File: src/rtl/sub32_pipe.sv
// Two-stage pipelined 32-bit subtractor (a + ~b + 1) split into 16-bit halves,
// with valid/ready handshakes and borrow/overflow/zero flags on the output.
module sub32_pipe (
    input  logic        clk,
    input  logic        rst_n,
    input  logic        in_valid,
    output logic        in_ready,
    input  logic [31:0] a,
    input  logic [31:0] b,
    output logic        out_valid,
    input  logic        out_ready,
    output logic [31:0] diff,
    output logic        borrow,
    output logic        overflow,
    output logic        zero
);

    logic        r_s1_valid;
    logic [15:0] r_s1_lo;
    logic        r_s1_c;
    logic [15:0] r_s1_ahi;
    logic [15:0] r_s1_bhi;

    logic        r_out_valid;
    logic [31:0] r_diff;
    logic        r_borrow;
    logic        r_overflow;
    logic        r_zero;

    logic        w_out_adv;
    logic [16:0] w_lo_sum;
    logic [16:0] w_hi_sum;
    logic [31:0] w_diff;
    logic        w_overflow;

    assign w_out_adv = !r_out_valid | out_ready;
    assign in_ready  = !r_s1_valid | w_out_adv;

    // Low half absorbs the "+1" of two's-complement negation; its carry feeds stage 2.
    assign w_lo_sum = {1'b0, a[15:0]} + {1'b0, ~b[15:0]} + 17'd1;
    assign w_hi_sum = {1'b0, r_s1_ahi} + {1'b0, ~r_s1_bhi} + {16'd0, r_s1_c};

    assign w_diff     = {w_hi_sum[15:0], r_s1_lo};
    assign w_overflow = (r_s1_ahi[15] ^ r_s1_bhi[15]) & (r_s1_ahi[15] ^ w_diff[31]);

    always_ff @(posedge clk or negedge rst_n) begin
        if (!rst_n) begin
            r_s1_valid <= 1'b0;
            r_s1_lo    <= 16'd0;
            r_s1_c     <= 1'b0;
            r_s1_ahi   <= 16'd0;
            r_s1_bhi   <= 16'd0;
        end else if (in_ready) begin
            r_s1_valid <= in_valid;
            if (in_valid) begin
                r_s1_lo  <= w_lo_sum[15:0];
                r_s1_c   <= w_lo_sum[16];
                r_s1_ahi <= a[31:16];
                r_s1_bhi <= b[31:16];
            end
        end
    end

    always_ff @(posedge clk or negedge rst_n) begin
        if (!rst_n) begin
            r_out_valid <= 1'b0;
            r_diff      <= 32'd0;
            r_borrow    <= 1'b0;
            r_overflow  <= 1'b0;
            r_zero      <= 1'b0;
        end else if (w_out_adv) begin
            r_out_valid <= r_s1_valid;
            if (r_s1_valid) begin
                r_diff     <= w_diff;
                r_borrow   <= ~w_hi_sum[16];
                r_overflow <= w_overflow;
                r_zero     <= (w_diff == 32'd0);
            end
        end
    end

    assign out_valid = r_out_valid;
    assign diff      = r_diff;
    assign borrow    = r_borrow;
    assign overflow  = r_overflow;
    assign zero      = r_zero;

endmodule

File: config.mk
export PLATFORM = sky130hd
export DESIGN_NAME = sub32_pipe
export DESIGN_NICKNAME = d
export VERILOG_FILES = /design/src/rtl/sub32_pipe.sv
export SDC_FILE = /design/constraint.sdc
export NUM_CORES = 1
export LEC_CHECK = 0
export CAP_MARGIN = 20
export CORE_MARGIN = 1
export CORE_UTILIZATION = 46
export CTS_CLUSTER_DIAMETER = 80
export DETAILED_ROUTE_END_ITERATION = 7
export GPL_TIMING_DRIVEN = 0
export HOLD_SLACK_MARGIN = 0.02
export PLACE_DENSITY = 0.74
export SYNTH_ARGS = -nofsm -noshare
export SYNTH_HDL_FRONTEND = slang
export SYNTH_SLANG_ARGS = --single-unit
File: constraint.sdc
create_clock -name clk -period 5.95 [get_ports clk]
set_clock_uncertainty 0.05 [all_clocks]
set_input_delay 1.19 -clock clk [delete_from_list [all_inputs] [get_ports clk]]
set_output_delay 1.19 -clock clk [all_outputs]
set_load 0.005 [all_outputs]
==> results.tsv, run 1 <==
metric	value	unit
powerDensity	318.2	nW/um^2
finalMaxSlewViolations	0	
ir_drop	0.1659	mV
die-width	104.2	um
diodes	0	
synth-edff-count	0	
synth_nets	614	
postCtsSetupBuffers	0	
vias	4119	
die-area	10860	um^2
avgSynthCellArea	9.384	um^2
clock_latency	0.36	ns
startpoint_type	input port	
reg2reg_to	zero	
die_height	104.2	um
core_area	9955	um^2
post-synth-top-count-cell	nand2_1	
vias_per_cell	5.377	
fin_nets	730	
path_max_fanout	4	
drive_gt1_share	7.267	%
r2r_cells	11	
io_buffers	104	
start_util	48.27	%
cp_top_family	buffers and inverters	
arrival	2.48	ns
syn_inst	512	
cts_sinks	86	
setup-tns-final	0	ns
critical_path.max_stage_delay	0.55	ns
timing.final.crit_share	62.58	%
grt_pass1_wl	19.53	mm
grt_overflow	0	
place_congestion	0.9080	
maxCapViolations	0	
synth_top_area_cell	dfrtp_1	
track_usage	22.64	%
drtIter0Drc	202	
io_pins	105	
critPathCaptureType	output port	
worstSetupEndpoint	in_ready	
fmax	268.6	MHz
yosys-top-cells-count	nand2_1, dfrtp_1, inv_1	
cp-startpoint	out_ready	
crit_buf_inv	2	
worst_pin_slew	0.6065	ns
synthDominantCellAreaShare	44.79	%
p_total	1.981	mW
synthTopCellsByArea	dfrtp_1, ha_1, nand2_1	
synth_area	4805	um^2
synth_warnings	0	
dr.pass1.iters	5	
synthFlopType	dfrtp_1	
leakagePower	2.825	nW
layout_min_cycle_time	3.723	ns
placedCellCount	750	
crit_required	4.71	ns
path_cells	clkdlybuf4s50_1 > nand3b_1 > clkdlybuf4s50_1	
rows	36	
clockBufferDepth	2	
crit_type	in2out	
final_cells	766	
worst-path-stages	3	
outcome	finished clean	
synth_seq_cells	86	
rsz0062_at_grt	no	
synth-async-reset-ratio	100.0	%
setup_violations	0	
drtAntennaViolNets	0	
regToRegSetupSlack	2.69	ns
slew_headroom	59.56	%
antenna_found_initial	0	
grt_max_degree	60	
cts_hold_buf	0	
pre_cts_ws	1.987	ns
hold_class	reg2reg	
layout_setup_ws	2.227	ns
area_growth	29.56	%
ys_seq_area_share	44.79	%
wl_per_cell	15.48	um
numCtsBuffers	9	
htreeDepth	3	
cts_tree	done	
yosysUniqueCellTypes	59	
r2r_start	r_s1_c	
hold_viol_final	0	
wirelength	11.86	mm
drc	0	
post-dp-hpwl	9.227	mm
cts_root_buf	clkbuf_8	
cts.clk_slew.worst_paths	0.08	ns
cpMaxStageDelayCell	clkdlybuf4s50_1	
crit_top_cell	clkdlybuf4s50_1	
nFillCells	844	
cts_resized	0	
grt_pass1_vias	4120	
[how the worst min path moves through the flow]
stage                             from            to  slack [ns]  cells past startpoint
after floorplan           r_s1_ahi[10]  r_s1_ahi[10]        0.40                      2
after global placement    r_s1_ahi[12]  r_s1_ahi[12]        0.41                      2
after detailed placement  r_s1_ahi[10]  r_s1_ahi[10]        0.42                      2
after CTS                  r_s1_ahi[6]   r_s1_ahi[6]        0.44                      2
after global routing      r_s1_ahi[10]  r_s1_ahi[10]        0.46                      2
final                      r_s1_ahi[6]   r_s1_ahi[6]        0.44                      2
[report_power, final]
| group | leakage [nW] | internal [mW] | total, mW | switching (mW) |
|---|---|---|---|---|
| Combinational | 1.69 | 0.415 | 0.768 | 0.353 |
| Sequential | 1.04 | 0.726 | 0.823 | 0.0970 |
| Clock | 0.0903 | 0.169 | 0.390 | 0.221 |
| Total | 2.83 | 1.31 | 1.98 | 0.671 |
[metal layers]
| metal | vias up | global-route usage [%] | wire length [um] | part of all wire, % |
|---|---|---|---|---|
| met1 | 1978 | 29.97 | 5431 | 46 |
| met5 | - | 0 | 0 | 0 |
| met4 | 0 | 6.224 | 136 | 1.1 |
| met3 | 10 | 3.885 | 521 | 4.4 |
| li1 | 2017 | - | - | - |
| met2 | 114 | 38.29 | 5772 | 49 |
[cell type report]
cell class	instances	area (um^2)	share of cell area [%]
multi-input cells	363	2416	38.81
clock inverters	6	50.05	0.8040
clock buffers	10	137.6	2.211
flip-flops and latches	86	2152	34.57
well taps	133	166.4	2.673
inverters	48	180.2	2.894
plain buffers	15	56.30	0.9045
repair buffers	105	1066	17.13
[cell usage in the layout (no fill, tap or decap), types with 3 or more instances in the layout]
cell type          n
o21ai_1            8
fa_1               3
a21o_1             4
o21ai_0           30
ha_1              31
o31ai_1           14
a211oi_1           4
and3_1             4
xnor2_1            5
a21oi_1           20
mux2_2            21
or3_1              4
clkbuf_8          10
nor2_1            15
inv_1             48
inv_6              4
nor2b_1            4
nand3_1            3
clkbuf_1          14
o21a_1            15
nor3_1            17
xor2_1             6
dfrtp_1           86
nor4_1             4
nand2b_1           4
nand2_1          103
clkdlybuf4s50_1  103
[metrics by stage]
step | utilization (%) | instance area (um^2) | hold slack (ns)
6_report | 62.53 | 6225 | 0.4382
5_1_grt | 62.53 | 6225 | 0.4614
4_1_cts | 62.53 | 6225 | 0.4450
3_5_place_dp | 60.65 | 6037 | 0.4189
3_3_place_gp | 60.39 | 6012 | 0.4146
2_1_floorplan | - | 4805 | 0.4023
[sequential cells by signal (all words and copies together) (netlist names)]
| name | count |
|---|---|
| overflow | 1 |
| r_s1_ahi | 16 |
| zero | 1 |
| borrow | 1 |
| diff | 32 |
| r_s1_c | 1 |
| r_s1_valid | 1 |
| out_valid | 1 |
| r_s1_bhi | 16 |
| r_s1_lo | 16 |
[worst register-to-register path, delay by kind of cell, from the launching register on]
family                   cells  cell delay, ns
adder cells (fa/ha/maj)      2            0.62
AO/OA/AOI/OAI                5            1.35
flip-flops                   1            0.37
buffers and inverters        2            0.15
AND/OR/NAND/NOR              2            0.64
[cell families after synthesis]
logic type | Yosys count | share of synthesized area [%]
xor+xnor | 11 | 2.005
mux | 22 | 5.156
simple gates | 172 | 16.12
compound gates | 124 | 17.68
fa+ha+maj | 34 | 9.323
buf+inv | 63 | 4.922
flops | 86 | 44.79
Note: power is estimated with default switching activity, not from simulation.
==> run 2, diff against run 1 <==
--- a/config.mk
+++ b/config.mk
@@ -12,7 +12,7 @@
 export DETAILED_ROUTE_END_ITERATION = 7
 export GPL_TIMING_DRIVEN = 0
 export HOLD_SLACK_MARGIN = 0.02
-export PLACE_DENSITY = 0.74
+export PLACE_DENSITY = 0.77
 export SYNTH_ARGS = -nofsm -noshare
 export SYNTH_HDL_FRONTEND = slang
 export SYNTH_SLANG_ARGS = --single-unit
==> constraint.sdc (replaced) <==
create_clock -name clk -period 3.2 [get_ports clk]
set_clock_uncertainty 0.05 [all_clocks]
set_input_delay 0.64 -clock clk [delete_from_list [all_inputs] [get_ports clk]]
set_output_delay 0.64 -clock clk [all_outputs]
set_load 0.005 [all_outputs]
==> run 2 against run 1 <==
Largest cell class unchanged. Worst hold slack worse by 0.28 ns. Power increased by 94%. Non-clock buffer count up 3. Critical path type is now reg2reg. Cell count grew 0.39%. Routed wire length is 0.74% lower. Die area did not move. Highest routed layer unchanged. Core utilization increased by 1.2 points. Sequential power is 86% higher. Sequential share of layout area fell by 0.66 points. Worst setup slack lost 2.1 ns. Sequential cell count is the same.
==> results.tsv, run 2 (synthesis gave the netlist of run 1 again) <==
metric	value	unit
ir_drop	0.2968	mV
maxCapViolations	0	
layout_setup_ws	0.1236	ns
numCtsBuffers	9	
multi_input_area	2490	um^2
vias_per_cell	5.337	
post-dp-hpwl	9.048	mm
outcome	finished clean	
io_pins	105	
cts.clk_slew.worst_paths	0.09	ns
nFillCells	826	
placed_area	6037	um^2
regToRegSetupSlack	0.12	ns
drtIter0Drc	143	
track_usage	22.08	%
cpMaxStageDelayCell	or4_4	
clockBufferDepth	2	
diodes	0	
powerDensity	605.1	nW/um^2
grt_pass1_wl	18.95	mm
crit_type	reg2reg	
drive_gt1_share	10.38	%
place_congestion	0.8959	
critPathCaptureType	flip-flop	
stdcell_area	6346	um^2
crit_top_cell	o2111ai_2	
crit_required	3.45	ns
htreeDepth	3	
clock_latency	0.37	ns
fmax	325.1	MHz
hold_viol_final	0	
grt_overflow	0	
hold_class	in2async	
grt_max_degree	57	
largest_register_ffs	32	
slew_headroom	55.32	%
cts_root_buf	clkbuf_8	
io_buffers	104	
die-area	10860	um^2
pre_cts_ws	-0.2382	ns
final_cell_mix	nand2_1, clkdlybuf4s50_1, dfrtp_1	
vias	4104	
worst_pin_slew	0.6702	ns
arrival	3.32	ns
core_area	9955	um^2
drc	0	
grt_pass1_vias	3938	
die-width	104.2	um
path_max_fanout	3	
layout_min_cycle_time	3.076	ns
holdWs	0.1553	ns
start_util	48.27	%
area_growth	32.08	%
setup_violations	0	
wl_per_cell	15.31	um
cts_sinks	86	
wirelength	11.77	mm
cts_tree	done	
drtAntennaViolNets	0	
startpoint_type	flip-flop	
rows	36	
leakagePower	2.857	nW
path_cells	ha_1 > nor2b_2 > o2111ai_2 > a211oi_2 > or4_4 > a2111oi_4 > o2111ai_2 > or4b_1 > o21ai_1	
seqCellArea	2152	um^2
timing.final.crit_share	96.14	%
finalMaxSlewViolations	0	
critical_path.max_stage_delay	0.53	ns
fin_util	63.75	%
antenna_found_initial	0	
dr.pass1.iters	5	
fin_nets	733	
die_height	104.2	um
[run 2: cell count changes in the layout (fill, tap and decap cells not counted), sizes merged]
cell      delta
clkinvlp     -1
inv          +1
bufinv       +1
clkbuf       -1
buf          +3
[run 2: cell type report]
type | instances | share of cell area (%)
well taps | 133 | 2.622
multi-input cells | 363 | 39.24
inverters | 48 | 2.839
clock buffers | 9 | 1.952
repair buffers | 108 | 17.15
clock inverters | 7 | 1.400
flip-flops and latches | 86 | 33.91
plain buffers | 15 | 0.8872
[run 2: path summary, 6_finish.rpt]
kind / from / end / depth (start not counted)
max: r_s1_ahi[1] / zero / 9
min: rst_n / diff[30] / 1
max reg2reg: r_s1_ahi[1] / zero / 9
min reg2reg: r_s1_ahi[7] / r_s1_ahi[7] / 2
max in group asynchronous: rst_n / r_s1_valid / 2
min in group clk: r_s1_ahi[7] / r_s1_ahi[7] / 2
[run 2: power breakdown]
part,switching (mW),leakage (nW),internal [mW],total (mW)
Clock,0.436,0.106,0.382,0.819
Combinational,0.690,1.71,0.800,1.49
Sequential,0.181,1.04,1.35,1.53
[run 2: routing by layer]
layer / up-vias / routed length, um / GRT usage [%]
met1: 1954 / 5403 / 29.42
met2: 110 / 5749 / 37.19
met3: 13 / 446 / 3.008
met4: 0 / 172 / 7.143
li1: 2027 / - / -
met5: - / 0 / 0
[run 2: stage by stage]
step / std cells / power [mW] / TNS [ns]
finish: 769 / 3.840 / 0
global route: 769 / 4.063 / -0.01293
CTS: 766 / 3.789 / 0
detailed placement: 750 / 2.974 / -0.6955
global placement: 749 / 2.924 / -129.89
floorplan: 512 / 2.283 / 0
[run 2: repair_timing]
item                                    in CTS  in global routing
hold buffers                                 0                  0
gates resized for setup                      0                 18
endpoints found under the setup margin       0                  6
buffers inserted                             0                  3
[run 2: critical path, delay by kind of cell (launching register included)]
kind	cells	cell delay (ns)
and+or+nand+nor	3	1.20
AOI/OAI and AO/OA	5	1.05
DFF	1	0.42
adders and majority gates	1	0.31
